`src/rtl/recepcao_serial_comandos.sv`:
```
// Decodes 4-byte ASCII call frames ('#', origin, destination, '\n') from the UART
// into elevator request queue writes, reporting malformed frames with an error code.
module recepcao_serial_comandos #(
  parameter int N_ANDARES = 8,
  parameter int TIMEOUT   = 50000
) (
  input  logic       clock,
  input  logic       reset,
  input  logic       rx_pronto,
  input  logic [7:0] rx_dado,
  input  logic       fila_cheia,
  output logic       escreve_fila,
  output logic [2:0] origem,
  output logic [2:0] destino,
  output logic       erro_quadro,
  output logic [1:0] cod_erro,
  output logic [3:0] db_estado
);

  localparam int         CNT_W     = (TIMEOUT > 2) ? $clog2(TIMEOUT) : 1;
  localparam logic [CNT_W-1:0] CNT_LIM = CNT_W'(TIMEOUT - 1);
  localparam logic [CNT_W-1:0] CNT_MAX = {CNT_W{1'b1}};
  localparam logic [7:0] CHAR_INICIO = 8'h23;
  localparam logic [7:0] CHAR_FIM    = 8'h0A;
  localparam logic [7:0] CHAR_ZERO   = 8'h30;
  localparam logic [7:0] CHAR_ULTIMO = 8'(8'h30 + N_ANDARES - 1);

  localparam logic [1:0] ERR_CHAR    = 2'b01;
  localparam logic [1:0] ERR_TIMEOUT = 2'b10;
  localparam logic [1:0] ERR_IGUAL   = 2'b11;

  typedef enum logic [3:0] {
    ESPERA_INICIO  = 4'b0000,
    ESPERA_ORIGEM  = 4'b0001,
    ESPERA_DESTINO = 4'b0010,
    ESPERA_FIM     = 4'b0011,
    VALIDA         = 4'b0100,
    AGUARDA_FILA   = 4'b0101,
    GRAVA          = 4'b0110,
    ERRO           = 4'b1111
  } estado_t;

  estado_t          estado_q, estado_d;
  logic [2:0]       origem_q, origem_d;
  logic [2:0]       destino_q, destino_d;
  logic [1:0]       cod_erro_q, cod_erro_d;
  logic [CNT_W-1:0] cnt_q, cnt_d;

  logic em_quadro;
  logic eh_andar;
  logic eh_inicio;
  logic expirou;

  assign em_quadro = (estado_q == ESPERA_ORIGEM) || (estado_q == ESPERA_DESTINO) ||
                     (estado_q == ESPERA_FIM);
  assign eh_andar  = (rx_dado >= CHAR_ZERO) && (rx_dado <= CHAR_ULTIMO);
  assign eh_inicio = (rx_dado == CHAR_INICIO);
  assign expirou   = (cnt_q == CNT_LIM);

  always_ff @(posedge clock or posedge reset) begin
    if (reset) begin
      estado_q   <= ESPERA_INICIO;
      origem_q   <= 3'd0;
      destino_q  <= 3'd0;
      cod_erro_q <= 2'b00;
      cnt_q      <= '0;
    end else begin
      estado_q   <= estado_d;
      origem_q   <= origem_d;
      destino_q  <= destino_d;
      cod_erro_q <= cod_erro_d;
      cnt_q      <= cnt_d;
    end
  end

  always_comb begin
    estado_d   = estado_q;
    origem_d   = origem_q;
    destino_d  = destino_q;
    cod_erro_d = cod_erro_q;

    // Inter-byte idle counter: runs only inside a frame, saturates instead of wrapping.
    cnt_d = '0;
    if (em_quadro && !rx_pronto) begin
      cnt_d = (cnt_q == CNT_MAX) ? cnt_q : cnt_q + 1'b1;
    end

    case (estado_q)
      ESPERA_INICIO: begin
        if (rx_pronto && eh_inicio) estado_d = ESPERA_ORIGEM;
      end
      ESPERA_ORIGEM, ESPERA_DESTINO, ESPERA_FIM: begin
        if (rx_pronto) begin
          if (eh_inicio) begin
            estado_d = ESPERA_ORIGEM;
          end else if (estado_q == ESPERA_ORIGEM && eh_andar) begin
            // Low 3 bits of the char equal (char - 0x30) since 0x30 is a multiple of 8.
            origem_d = rx_dado[2:0];
            estado_d = ESPERA_DESTINO;
          end else if (estado_q == ESPERA_DESTINO && eh_andar) begin
            destino_d = rx_dado[2:0];
            estado_d  = ESPERA_FIM;
          end else if (estado_q == ESPERA_FIM && rx_dado == CHAR_FIM) begin
            estado_d = VALIDA;
          end else begin
            cod_erro_d = ERR_CHAR;
            estado_d   = ERRO;
          end
        end else if (expirou) begin
          cod_erro_d = ERR_TIMEOUT;
          estado_d   = ERRO;
        end
      end
      VALIDA: begin
        if (origem_q == destino_q) begin
          cod_erro_d = ERR_IGUAL;
          estado_d   = ERRO;
        end else if (fila_cheia) begin
          estado_d = AGUARDA_FILA;
        end else begin
          estado_d = GRAVA;
        end
      end
      AGUARDA_FILA: begin
        if (!fila_cheia) estado_d = GRAVA;
      end
      GRAVA:   estado_d = ESPERA_INICIO;
      ERRO:    estado_d = ESPERA_INICIO;
      default: estado_d = ESPERA_INICIO;
    endcase
  end

  assign escreve_fila = (estado_q == GRAVA);
  assign erro_quadro  = (estado_q == ERRO);
  assign origem       = origem_q;
  assign destino      = destino_q;
  assign cod_erro     = cod_erro_q;
  assign db_estado    = estado_q;

endmodule

```
`config.mk`:
```
export PLATFORM = sky130hd
export DESIGN_NAME = recepcao_serial_comandos
export DESIGN_NICKNAME = d
export VERILOG_FILES = /design/src/rtl/recepcao_serial_comandos.sv
export SDC_FILE = /design/constraint.sdc
export NUM_CORES = 1
export LEC_CHECK = 0
export BUFFER_PORTS_ARGS = -buffer_cell sky130_fd_sc_hd__buf_4
export CAP_MARGIN = 5
export CORE_UTILIZATION = 44
export CTS_CLUSTER_DIAMETER = 120
export CTS_CLUSTER_SIZE = 12
export DETAILED_ROUTE_END_ITERATION = 7
export PLACE_DENSITY = 0.72
export SLEW_MARGIN = 20
export SYNTH_ARGS = -nofsm -noshare
export SYNTH_HDL_FRONTEND = slang
export SYNTH_SLANG_ARGS = --single-unit
```
`constraint.sdc`:
```
create_clock -name clock -period 2.2 [get_ports clock]
set_input_delay 0.11 -clock clock [delete_from_list [all_inputs] [get_ports clock]]
set_output_delay 0.11 -clock clock [all_outputs]
set_load 0.01 [all_outputs]
```
Yosys cells after proc, flatten, opt, wreduce, memory -nomap -nowiden
Index checks and enable logic that the tools add are counted.
Operators by class
  equal/unequal tests: 21
  reduce and logical (&&, ||, !) cells: 16
  order comparisons: 2
  bitwise operators: 2
  add/subtract/negate cells: 1
  muxes and demuxes: 21
Operator list (count)
  $mux 4: 9
  $eq 16x16->1 const B: 2
  $mux 16: 2
  $add 16x1->16 const B: 1
  $mux 2: 8
  $pmux 4 s4: 1
  $ne 3x3->1 const B: 5
  $eq 4x3->1 const B: 3
  $eq 4x2->1 const B: 2
  $eq 8x4->1 const B: 1
  $eq 8x6->1 const B: 1
  $ge 8x6->1 const B: 1
  $le 8x6->1 const B: 1
  $ne 2x2->1 const B: 4
  $reduce_and 7->1: 1
  $logic_and 1x1->1: 6
  $reduce_and 5->1: 1
  $eq 4x1->1 const B: 1
  $eq 4x4->1 const B: 1
  $logic_not 4->1: 1
  $pmux 2 s2: 1
  $reduce_and 4->1: 1
  $eq 3x3->1: 1
  $reduce_and 3->1: 1
  5 further kinds: 7
Storage, ports and cells
  output and inout bits: 14
  word-level logic and storage cells: 68
  bits in registers: 28
  input bits: 12

Depth between registers and ports, before layout
  word-level depth: 8
  mapped depth: 7
  mapped depth without buffers: 6

Least setup slack after synthesis
Ideal clock, no wire load.
  kind: reg2reg
  start point: register estado_q[3], in the netlist db_estado[3]
  end point: register cod_erro_q[0], in the netlist cod_erro[0]
  arrival time: 1.816 ns
  required time: 2.075 ns
  path buffers: 1
  slack: 0.259 ns
  setup time: 0.125 ns
  stages on the path, launching flop included: 7
  clock period less this slack: 1.941 ns
  cell sequence: dfrtp_1 -> buf_2 -> nor3_2 -> nand2_1 -> or2_2 -> a221oi_4 -> mux2_4
On the way
  word-level cells in the longest chain between the ends: 4
  elaborated cells between the ends (all ways): 17
  those cells by class: 10 x eq/ne; 1 x mux; 6 x reduce/logical
RTL lines
  start: declaration: line 43  | estado_t estado_q, estado_d;
  start signal: assignment: line 68  | estado_q <= estado_d;
  $eq 4x1->1 (tied with other cells): line 88, 96
  $reduce_or 3->1 (tied with other cells): line 88  | case (estado_q)
  $ne 3x3->1 (no line) or $reduce_bool 2->1 (tied branches)
  $reduce_and 7->1 (no line)
  end signal: assignment: line 71  | cod_erro_q <= cod_erro_d;
  end: declaration: line 46  | logic [1:0] cod_erro_q, cod_erro_d;
Parallel ways exist; a longest one is shown, timed or not.
A chain may end at the register's enable or synchronous reset.

Final worst setup path
Same ends and word-level chain as after synthesis.

==> out/results.ini <==
[clocking]
cts_resized = 0
clock-sinks = 28
post-cts-setup-buffers = 0
cts_made_buffers = 3
root_buffer = clkbuf_8
htreeDepth = 1
hold_buffers = 1
cts.clk_slew.worst_paths_ns = 0.09
clock_latency_ns = 0.27
cts_tree = built
clockBufferDepth = 2

[worst_setup_path]
r2r_end = cod_erro[0]
cp-start-kind = flip-flop
critPathMaxFanout = 10
worstSetupPathType = flip-flop to flip-flop
crit_arrival_ns = 2.18
reg2reg_from = db_estado[3]
reg2reg_depth = 5
crit_path_end_kind = flip-flop
crit_required_ns = 2.36
reg2reg_setup_slack_ns = 0.18

[placed_design]
routabilityCongestion = 0.9258
port_buffers = 25
hpwlAfterDp_um = 2676

[layout]
area_growth_syn_to_layout_pct = 18.90
diodes = 0
nets = 214
layout-drive-gt1-share_pct = 25.13
post-route-util_pct = 56.49

[yosys]
synth_edf_count = 0
syn_nets = 184
yosysWarnings = 0
ys_seq_area_share_pct = 42.85
synth_ff_type = dfrtp_1
syn_area_per_cell_um2 = 9.563
synth_seq_cells = 28
synthCells = 171
syn_area_mm2 = 0.001635
async_flop_share_pct = 100.0
ys_types = 45

[floorplanning]
die_h_um = 62.97
ios = 26
initial_core_util_pct = 47.51
die_w_um = 62.97
core_mm2 = 0.003442
die_area_mm2 = 0.003965
num_rows = 21

[power_and_ir_drop]
ir_drop_v = 0.0003429
switchingPower_uw = 511.5
swShare_pct = 34.18
p_comb_share_pct = 38.5
cellInternalPower_uw = 984.8
p_leak_nw = 0.8001
power_density_mw_per_mm2 = 769.6
finalPower_mw = 1.496
clkPwrFrac_pct = 18.1
seqPwrFrac_pct = 43.4

[detailed_routing]
num_vias = 1442
detail_route.vias_per_cell = 5.886
routed_wl_um = 3546
wl_per_cell_um = 14.47
drc = 0
dr.first_iter.drc_count = 97
firstDrtPassIters = 4
ant_nets = 0

[run]
drv_cap = 0

[global_routing]
grt_overflow = 0
grt_pass1_vias = 1369
antenna_found_initial = 0
grt_util_all_layers_pct = 19.38
grt_pass1_wl_um = 6127
grt_max_degree = 29

[timing]
tightestPinTransition_ns = 0.6282
period_needed_ns = 2.021
setup_viol = 0
hold_viol = 0
final.setup.tns_ns = 0
finalMaxSlewViolations = 0
skew_ns = 0.003730
rsz0062_at_grt = false
max-slew-margin-rel_pct = 57.53
final.period_utilization_pct = 91.85
max_freq_mhz = 494.9

[worst_hold_path]
min_to = origem[2]
holdPathStages = 2
hold_start = rx_dado[2]
hp-class = primary input to flip-flop

[run_status]
status = finished, final reports clean

-- kinds of logic (layout without fill, tap and decap cells) --
| logic type | Yosys count | count (layout) | share of synthesized area [%] |
|---|---|---|---|
| adders and majority gates | 1 | 1 | 0.7650 |
| and+or+nand+nor | 87 | 87 | 29.99 |
| xor gates and xnor gates | 12 | 12 | 6.427 |
| muxes | 9 | 9 | 6.580 |
| AOI/OAI and AO/OA | 25 | 25 | 10.94 |
| DFF | 28 | 28 | 42.85 |
| buffers and inverters | 9 | 37 | 2.448 |
-- final cells by class --
cell class / count / area (µm²)
inverters: 2 / 7.507
clock buffers: 3 / 41.29
repair buffers: 32 / 242.7
multi-input cells: 134 / 894.6
flip-flops and latches: 28 / 700.7
fillers: 324 / 1498
well taps: 46 / 57.56
-- sequential cells by signal (all words and copies together), names as in the netlist --
register   flops
cnt_q         16
origem         3
db_estado      4
destino        3
cod_erro       2
-- cells in the mapped netlist (5+ instances only) --
master   instances  area share [%]
nor2_1          21             4.8
nand2_1         14             3.2
nand3_1          8             2.4
mux2_2           6             4.1
buf_2            5             1.5
nor3_1           9             2.8
o21ai_0          6             1.8
nor3b_1          5             2.3
xnor2_1         10             5.4
dfrtp_1         28              43
a21oi_1          7             2.1
-- cell usage in the layout, fill, tap and decap left out, types with 3 or more instances in the layout --
cell      Yosys  layout
nor3_1        9       9
nand4_1       4       4
o31ai_1       3       3
xnor2_1      10      10
nor2_1       21      21
or3_1         4       4
clkbuf_8      0       3
nor4_1        3       3
nand3_1       8       8
mux2_2        6       6
a21oi_1       7       7
nand2_1      14      14
nor3b_1       5       5
o21ai_0       6       6
buf_4         0      31
dfrtp_1      28      28
-- layer usage --
layer	vias to the layer above	share of wire, %	global-route usage [%]
met4	0	1.7	7.849
met3	9	4.1	2.737
met5	-	0	0
li1	681	-	-
met1	703	42	23.11
met2	49	52	34.54
-- power groups by stage --
stage | registers [mW] | clock network, mW | logic [mW]
after detailed placement | 0.658 | 0 | 0.575
after CTS | 0.648 | 0.281 | 0.580
after global routing | 0.660 | 0.298 | 0.626
final | 0.649 | 0.271 | 0.576
after floorplan | 0.637 | 0 | 0.410
after global placement | 0.651 | 0 | 0.562
-- worst max path at each step --
stage	start	endpoint	depth (start not counted)
detailed placement	cnt_q[13]	cod_erro[1]	5
finish	db_estado[3]	cod_erro[0]	5
CTS	cnt_q[13]	cod_erro[1]	5
floorplan	db_estado[3]	cod_erro[0]	6
global route	db_estado[3]	cod_erro[0]	5
global placement	cnt_q[13]	cod_erro[1]	5
-- critical path, stage by stage (launching register included) --
cell and delay, ns:
dfrtp_1 0.50, nor3_2 0.30, nand2_1 0.12, or2_2 0.35, a221oi_4 0.32, mux2_4 0.33
-- metrics by stage --
stage | worst slack [ns] | cell area (µm²) | hold slack [ns] | cells
floorplan | 0.2586 | 1635 | 0.1754 | 171
global placement | 0.2247 | 1893 | 0.1947 | 241
detailed placement | 0.1822 | 1893 | 0.2055 | 241
CTS | 0.1695 | 1944 | 0.08695 | 245
global route | 0.07875 | 1944 | 0.08530 | 245
finish | 0.1793 | 1944 | 0.09202 | 245
Power figures use the tool's default switching activity.
